[src/rtl/ram_ctrl_pkg.sv]
// Shared constants and FSM state type for the RAM arbiter/sequencer.
package ram_ctrl_pkg;

    localparam int unsigned ADDR_W = 5;
    localparam int unsigned DATA_W = 8;

    typedef enum logic [1:0] {
        IDLE,
        ACCESS,
        WAIT
    } state_e;

endpackage

[src/rtl/rr_arbiter2.sv]
// Combinational two-way round-robin pick: on a tie the requester that did not win last time wins.
module rr_arbiter2 (
    input  logic req0,
    input  logic req1,
    input  logic last,
    output logic winner,
    output logic valid
);

    always_comb begin
        valid  = req0 | req1;
        winner = 1'b0;
        if (req0 && req1) begin
            winner = ~last;
        end else if (req1) begin
            winner = 1'b1;
        end
    end

endmodule

[src/rtl/ram_arbiter.sv]
// Two-requester round-robin arbiter and sequencer for the shared single-port RAM.
// RAM pins are driven from registers; read data returns with a one-cycle valid pulse.
module ram_arbiter #(
    parameter int unsigned ADDR_W   = ram_ctrl_pkg::ADDR_W,
    parameter int unsigned DATA_W   = ram_ctrl_pkg::DATA_W,
    parameter int unsigned READ_LAT = 1
) (
    input  logic              CLOCK_50,
    input  logic              reset,
    input  logic              req0,
    input  logic              we0,
    input  logic [ADDR_W-1:0] addr0,
    input  logic [DATA_W-1:0] wdata0,
    output logic              gnt0,
    output logic              rvalid0,
    output logic [DATA_W-1:0] rdata0,
    input  logic              req1,
    input  logic              we1,
    input  logic [ADDR_W-1:0] addr1,
    input  logic [DATA_W-1:0] wdata1,
    output logic              gnt1,
    output logic              rvalid1,
    output logic [DATA_W-1:0] rdata1,
    output logic [ADDR_W-1:0] ram_address,
    output logic [DATA_W-1:0] ram_data,
    output logic              ram_wren,
    input  logic [DATA_W-1:0] ram_q,
    output logic              busy
);
    import ram_ctrl_pkg::*;

    localparam int unsigned CNT_W = 2;

    state_e            state_q;
    logic [CNT_W-1:0]  cnt_q;
    logic              last_q;
    logic              owner_q;
    logic              gnt0_q;
    logic              gnt1_q;
    logic              rvalid0_q;
    logic              rvalid1_q;
    logic              ram_wren_q;
    logic [DATA_W-1:0] rdata0_q;
    logic [DATA_W-1:0] rdata1_q;
    logic [DATA_W-1:0] ram_data_q;
    logic [ADDR_W-1:0] ram_address_q;

    logic              winner;
    logic              pick_valid;
    logic              sel_we_d;
    logic [ADDR_W-1:0] sel_addr_d;
    logic [DATA_W-1:0] sel_wdata_d;

    rr_arbiter2 u_rr (
        .req0   (req0),
        .req1   (req1),
        .last   (last_q),
        .winner (winner),
        .valid  (pick_valid)
    );

    always_comb begin
        sel_we_d    = winner ? we1    : we0;
        sel_addr_d  = winner ? addr1  : addr0;
        sel_wdata_d = winner ? wdata1 : wdata0;
    end

    always_ff @(posedge CLOCK_50 or posedge reset) begin
        if (reset) begin
            state_q       <= IDLE;
            cnt_q         <= '0;
            last_q        <= 1'b1;
            owner_q       <= 1'b0;
            gnt0_q        <= 1'b0;
            gnt1_q        <= 1'b0;
            rvalid0_q     <= 1'b0;
            rvalid1_q     <= 1'b0;
            ram_wren_q    <= 1'b0;
            rdata0_q      <= '0;
            rdata1_q      <= '0;
            ram_data_q    <= '0;
            ram_address_q <= '0;
        end else begin
            gnt0_q    <= 1'b0;
            gnt1_q    <= 1'b0;
            rvalid0_q <= 1'b0;
            rvalid1_q <= 1'b0;
            case (state_q)
                IDLE: begin
                    if (pick_valid) begin
                        owner_q       <= winner;
                        last_q        <= winner;
                        ram_address_q <= sel_addr_d;
                        ram_data_q    <= sel_wdata_d;
                        ram_wren_q    <= sel_we_d;
                        gnt0_q        <= ~winner;
                        gnt1_q        <= winner;
                        state_q       <= ACCESS;
                    end
                end
                ACCESS: begin
                    ram_wren_q <= 1'b0;
                    cnt_q      <= CNT_W'(READ_LAT);
                    state_q    <= ram_wren_q ? IDLE : WAIT;
                end
                WAIT: begin
                    // WAIT spans READ_LAT+1 cycles so q is sampled a full cycle after it settles.
                    if (cnt_q == '0) begin
                        if (owner_q) begin
                            rdata1_q  <= ram_q;
                            rvalid1_q <= 1'b1;
                        end else begin
                            rdata0_q  <= ram_q;
                            rvalid0_q <= 1'b1;
                        end
                        state_q <= IDLE;
                    end else begin
                        cnt_q <= cnt_q - CNT_W'(1);
                    end
                end
                default: state_q <= IDLE;
            endcase
        end
    end

    assign gnt0        = gnt0_q;
    assign gnt1        = gnt1_q;
    assign rvalid0     = rvalid0_q;
    assign rvalid1     = rvalid1_q;
    assign rdata0      = rdata0_q;
    assign rdata1      = rdata1_q;
    assign ram_address = ram_address_q;
    assign ram_data    = ram_data_q;
    assign ram_wren    = ram_wren_q;
    assign busy        = (state_q != IDLE);

endmodule

[config.mk]
export PLATFORM = sky130hd
export DESIGN_NAME = ram_arbiter
export DESIGN_NICKNAME = d
export VERILOG_FILES = /design/src/rtl/ram_ctrl_pkg.sv /design/src/rtl/rr_arbiter2.sv /design/src/rtl/ram_arbiter.sv
export SDC_FILE = /design/constraint.sdc
export NUM_CORES = 1
export LEC_CHECK = 0
export CORE_ASPECT_RATIO = 0.9
export CORE_MARGIN = 3
export CORE_UTILIZATION = 41
export DETAILED_ROUTE_END_ITERATION = 10
export MAX_ROUTING_LAYER = met4
export PLACE_DENSITY = 0.78
export SETUP_SLACK_MARGIN = 0.02
export SYNTH_ARGS = -nofsm -noshare
export SYNTH_HDL_FRONTEND = slang
export SYNTH_SLANG_ARGS = --single-unit
[constraint.sdc]
create_clock -name CLOCK_50 -period 2 [get_ports CLOCK_50]
set_clock_uncertainty 0.15 [all_clocks]
set_input_delay 0.5 -clock CLOCK_50 [delete_from_list [all_inputs] [get_ports CLOCK_50]]
set_output_delay 0.5 -clock CLOCK_50 [all_outputs]
set_load 0.01 [all_outputs]
==> results_dict.tcl <==
set metrics [dict create \
    cp_max_fo 2 \
    path_buf_inv 1 \
    drive_gt1_frac 0.203 \
    clk_pin_slew_ns 0.07 \
    num-fill-cells 282 \
    rsz0062_at_grt "no" \
    status "finished clean" \
    initial_utilization 0.444 \
    synth_top_family_by_area "simple AND/OR/NAND/NOR gates" \
    pin_count 75 \
    ctsLongestPathBuffers 2 \
    cts_tree "done" \
    finalNetCount 263 \
    setup_viol 0 \
    combPwrFrac 0.496 \
    dp_hpwl_um 3490 \
    worst-setup-path-type "reg -> out" \
    avgViaCountPerCell 5.17 \
    period_share 0.931 \
    critPathLaunchType "register" \
    dieArea_um2 4990 \
    crit_family "buffers and inverters" \
    cts_root_buffer "clkbuf_8" \
    placed_area_um2 2550 \
    grt_util_met1 0.231 \
    pwr-share-clk 0.131 \
    routabilityCongestion 0.732 \
    synth_compound_gate_area_share 0.121 \
    grtUsageMet3 0.0387 \
    p_leak_nw 1.17 \
    p_sw_mw 1.29 \
    final_cell_area_um2 2660 \
    first_global_vias 1538 \
    antenna_cells 0 \
    io_buffers 74 \
    synthTopCellsByArea "dfrtp_1, mux2_2, a221o_1" \
    fin_crit_ns 1.86 \
    busiest_layer "met2" \
    hold_path.class "reg -> reg" \
    drv_cap 0 \
    die_y_um 67.3 \
    grt_pass1_wl_um 7330 \
    fmax_mhz 537 \
    seqCellArea_um2 1000 \
    h-tree-depth 2 \
    numCtsBuffers 5 \
    worstPathRequired_ns 1.35 \
    synthSimpleGateAreaFrac 0.124 \
    synth-seq-cells 40 \
    layout-area-overhead-vs-synth_pct 55.2 \
    ys_seq_area_frac 0.585 \
    grt_util_all_layers 0.202 \
    synth_nets 177 \
    p_int_mw 2.52 \
    synth_warnings 0 \
    yosysTopAreaCell "dfrtp_1" \
    irDropWorstVdd_v 0.000757 \
    core_area_um2 3860 \
    drtIter0Drc 92 \
    swShare 0.338 \
    yosysUniqueCellTypes 31 \
    holdWs_ns 0.363 \
    antenna_found_initial 0 \
    drc 0 \
    yosys.area.top_type_share 0.569 \
    clock_latency_ns 0.29 \
    routed_wl_um 4470 \
    overflow 0 \
    critPathSlowestCell "clkdlybuf4s50_1" \
    max_slew_margin 0.774 \
    cts_sinks 40 \
    slowest_delay_ns 0.55 \
    multi_input_area_um2 633 \
    row_count 21 \
    cp.arrival_ns 1.21 \
    synth_area_um2 1710 \
    powerDensity_nw_per_um2 1430 \
    tightest_slew_ns 0.339 \
    synthCells 136 \
    cp-end-kind "primary output" \
    ant_nets 0 \
    path_cells "clkdlybuf4s50_1" \
    sequentialPowerShare 0.373 \
    drt-pass1-iter-count 5 \
    synthXorXnorAreaFrac 0 \
    synth_fa_ha_area_frac 0.00730 \
    timing.final.max_slew_violations 0 \
    die_w_um 74.2 \
    grt_max_degree 41 \
    yosys-mux-area-fraction 0.117 \
    avgSynthCellArea_um2 12.6 \
    grtUsageMet2 0.354 \
    vias 1385 \
    avgRoutedWirePerCell_um 16.7 \
    timing.final.hold_violations 0 \
]
[registers in the layout, summed over array words and instances, names as in the netlist]
| name | count |
|---|---|
| ram_data | 8 |
| rdata0 | 8 |
| rdata1 | 8 |
| ram_address | 5 |
| cnt_q | 2 |
| state_q | 2 |
| gnt0 | 1 |
| gnt1 | 1 |
| last_q | 1 |
| owner_q | 1 |
| ram_wren | 1 |
| rvalid0 | 1 |
| rvalid1 | 1 |
[path summary, 6_finish.rpt]
check                           cells after the start  slack, ns      startpoint             end
worst min-delay path                                1       0.36       rdata1[6]       rdata1[6]
worst max register to register                      6       0.16        cnt_q[0]       rdata0[3]
max in group asynchronous                           3       1.01           reset          last_q
min in group asynchronous                           3       0.44           reset      state_q[0]
worst max-delay path                                1       0.14  ram_address[4]  ram_address[4]
worst min register to register                      1       0.36       rdata1[6]       rdata1[6]
[synth_stat cells]
library cell  number
clkbuf_1           1
nor2b_1            2
ha_1               1
a31oi_1            2
nand4_2            1
nand2_1           11
inv_1              8
a21o_1             2
mux2_2            16
and2b_1            1
nor3b_1            1
dfrtp_1           39
a22o_1             1
nor2_4             2
o21ai_0            1
nand2_2            2
a221o_1           12
a21oi_1            4
or3b_2             1
buf_6              1
or2_1              1
inv_2              1
buf_4              2
nor3_4             1
o32ai_1            1
dfstp_2            1
a21bo_2            1
buf_2              3
nor3_1            13
mux2i_1            2
a211oi_1           1
[cell families (layout without fill, tap and decap cells)]
family | after synthesis | after routing
flops | 40 | 40
simple gates | 36 | 36
compound gates | 25 | 25
mux | 18 | 18
buf+inv | 16 | 102
fa+ha+maj | 1 | 1
[power groups by stage]
stage                     clock network [mW]  registers, mW  logic [mW]
after global placement                     0           1.42        1.80
after global routing                   0.550           1.46        2.04
after detailed placement                   0           1.44        1.88
after floorplan                            0           1.54       0.782
final                                  0.501           1.42        1.89
after CTS                              0.512           1.42        1.90
[cell type report]
| cell class | count | area share |
|---|---|---|
| flip-flops and latches | 40 | 0.377 |
| clock inverters | 1 | 0.00188 |
| repair buffers | 86 | 0.321 |
| clock buffers | 6 | 0.0273 |
| multi-input cells | 80 | 0.238 |
| well taps | 46 | 0.0216 |
| inverters | 9 | 0.0127 |
[repair_timing]
item / CTS / global route
pin swaps: 0 / 1
buffers inserted: 1 / 1
endpoints found under the setup margin: 1 / 8
resized for setup: 2 / 0
hold buffers: 0 / 0
[per-layer routing]
metal / part of all wire / vias up
met1: 0.41 / 678
met5: 0 / -
met3: 0.033 / 7
li1: - / 660
met4: 0.015 / 0
met2: 0.54 / 40
[metrics by stage]
stage,utilization,instances,worst slack [ns],total power [mW],TNS (ns)
after floorplan,-,136,0.345,2.32,0
after detailed placement,0.661,259,-0.0122,3.31,-0.0194
after CTS,0.684,267,0.0772,3.83,0
final,0.689,268,0.138,3.81,0
after global routing,0.689,268,0.0436,4.05,0
after global placement,0.661,259,0.0416,3.22,0
[cell usage in the layout, fill, tap and decap left out, types with 2 or more instances in the layout]
cell             instances
mux2i_1                  2
a31oi_1                  2
nand2_2                  2
buf_4                   10
nor2b_1                  2
inv_1                    8
a21o_1                   2
dfrtp_1                 38
clkdlybuf4s50_1         73
mux2_2                  16
nor3_1                  13
buf_12                   2
clkbuf_8                 5
nand2_1                 11
a21oi_1                  4
nor2_4                   2
a221o_1                 12
Note: power is estimated with default switching activity, not from simulation.
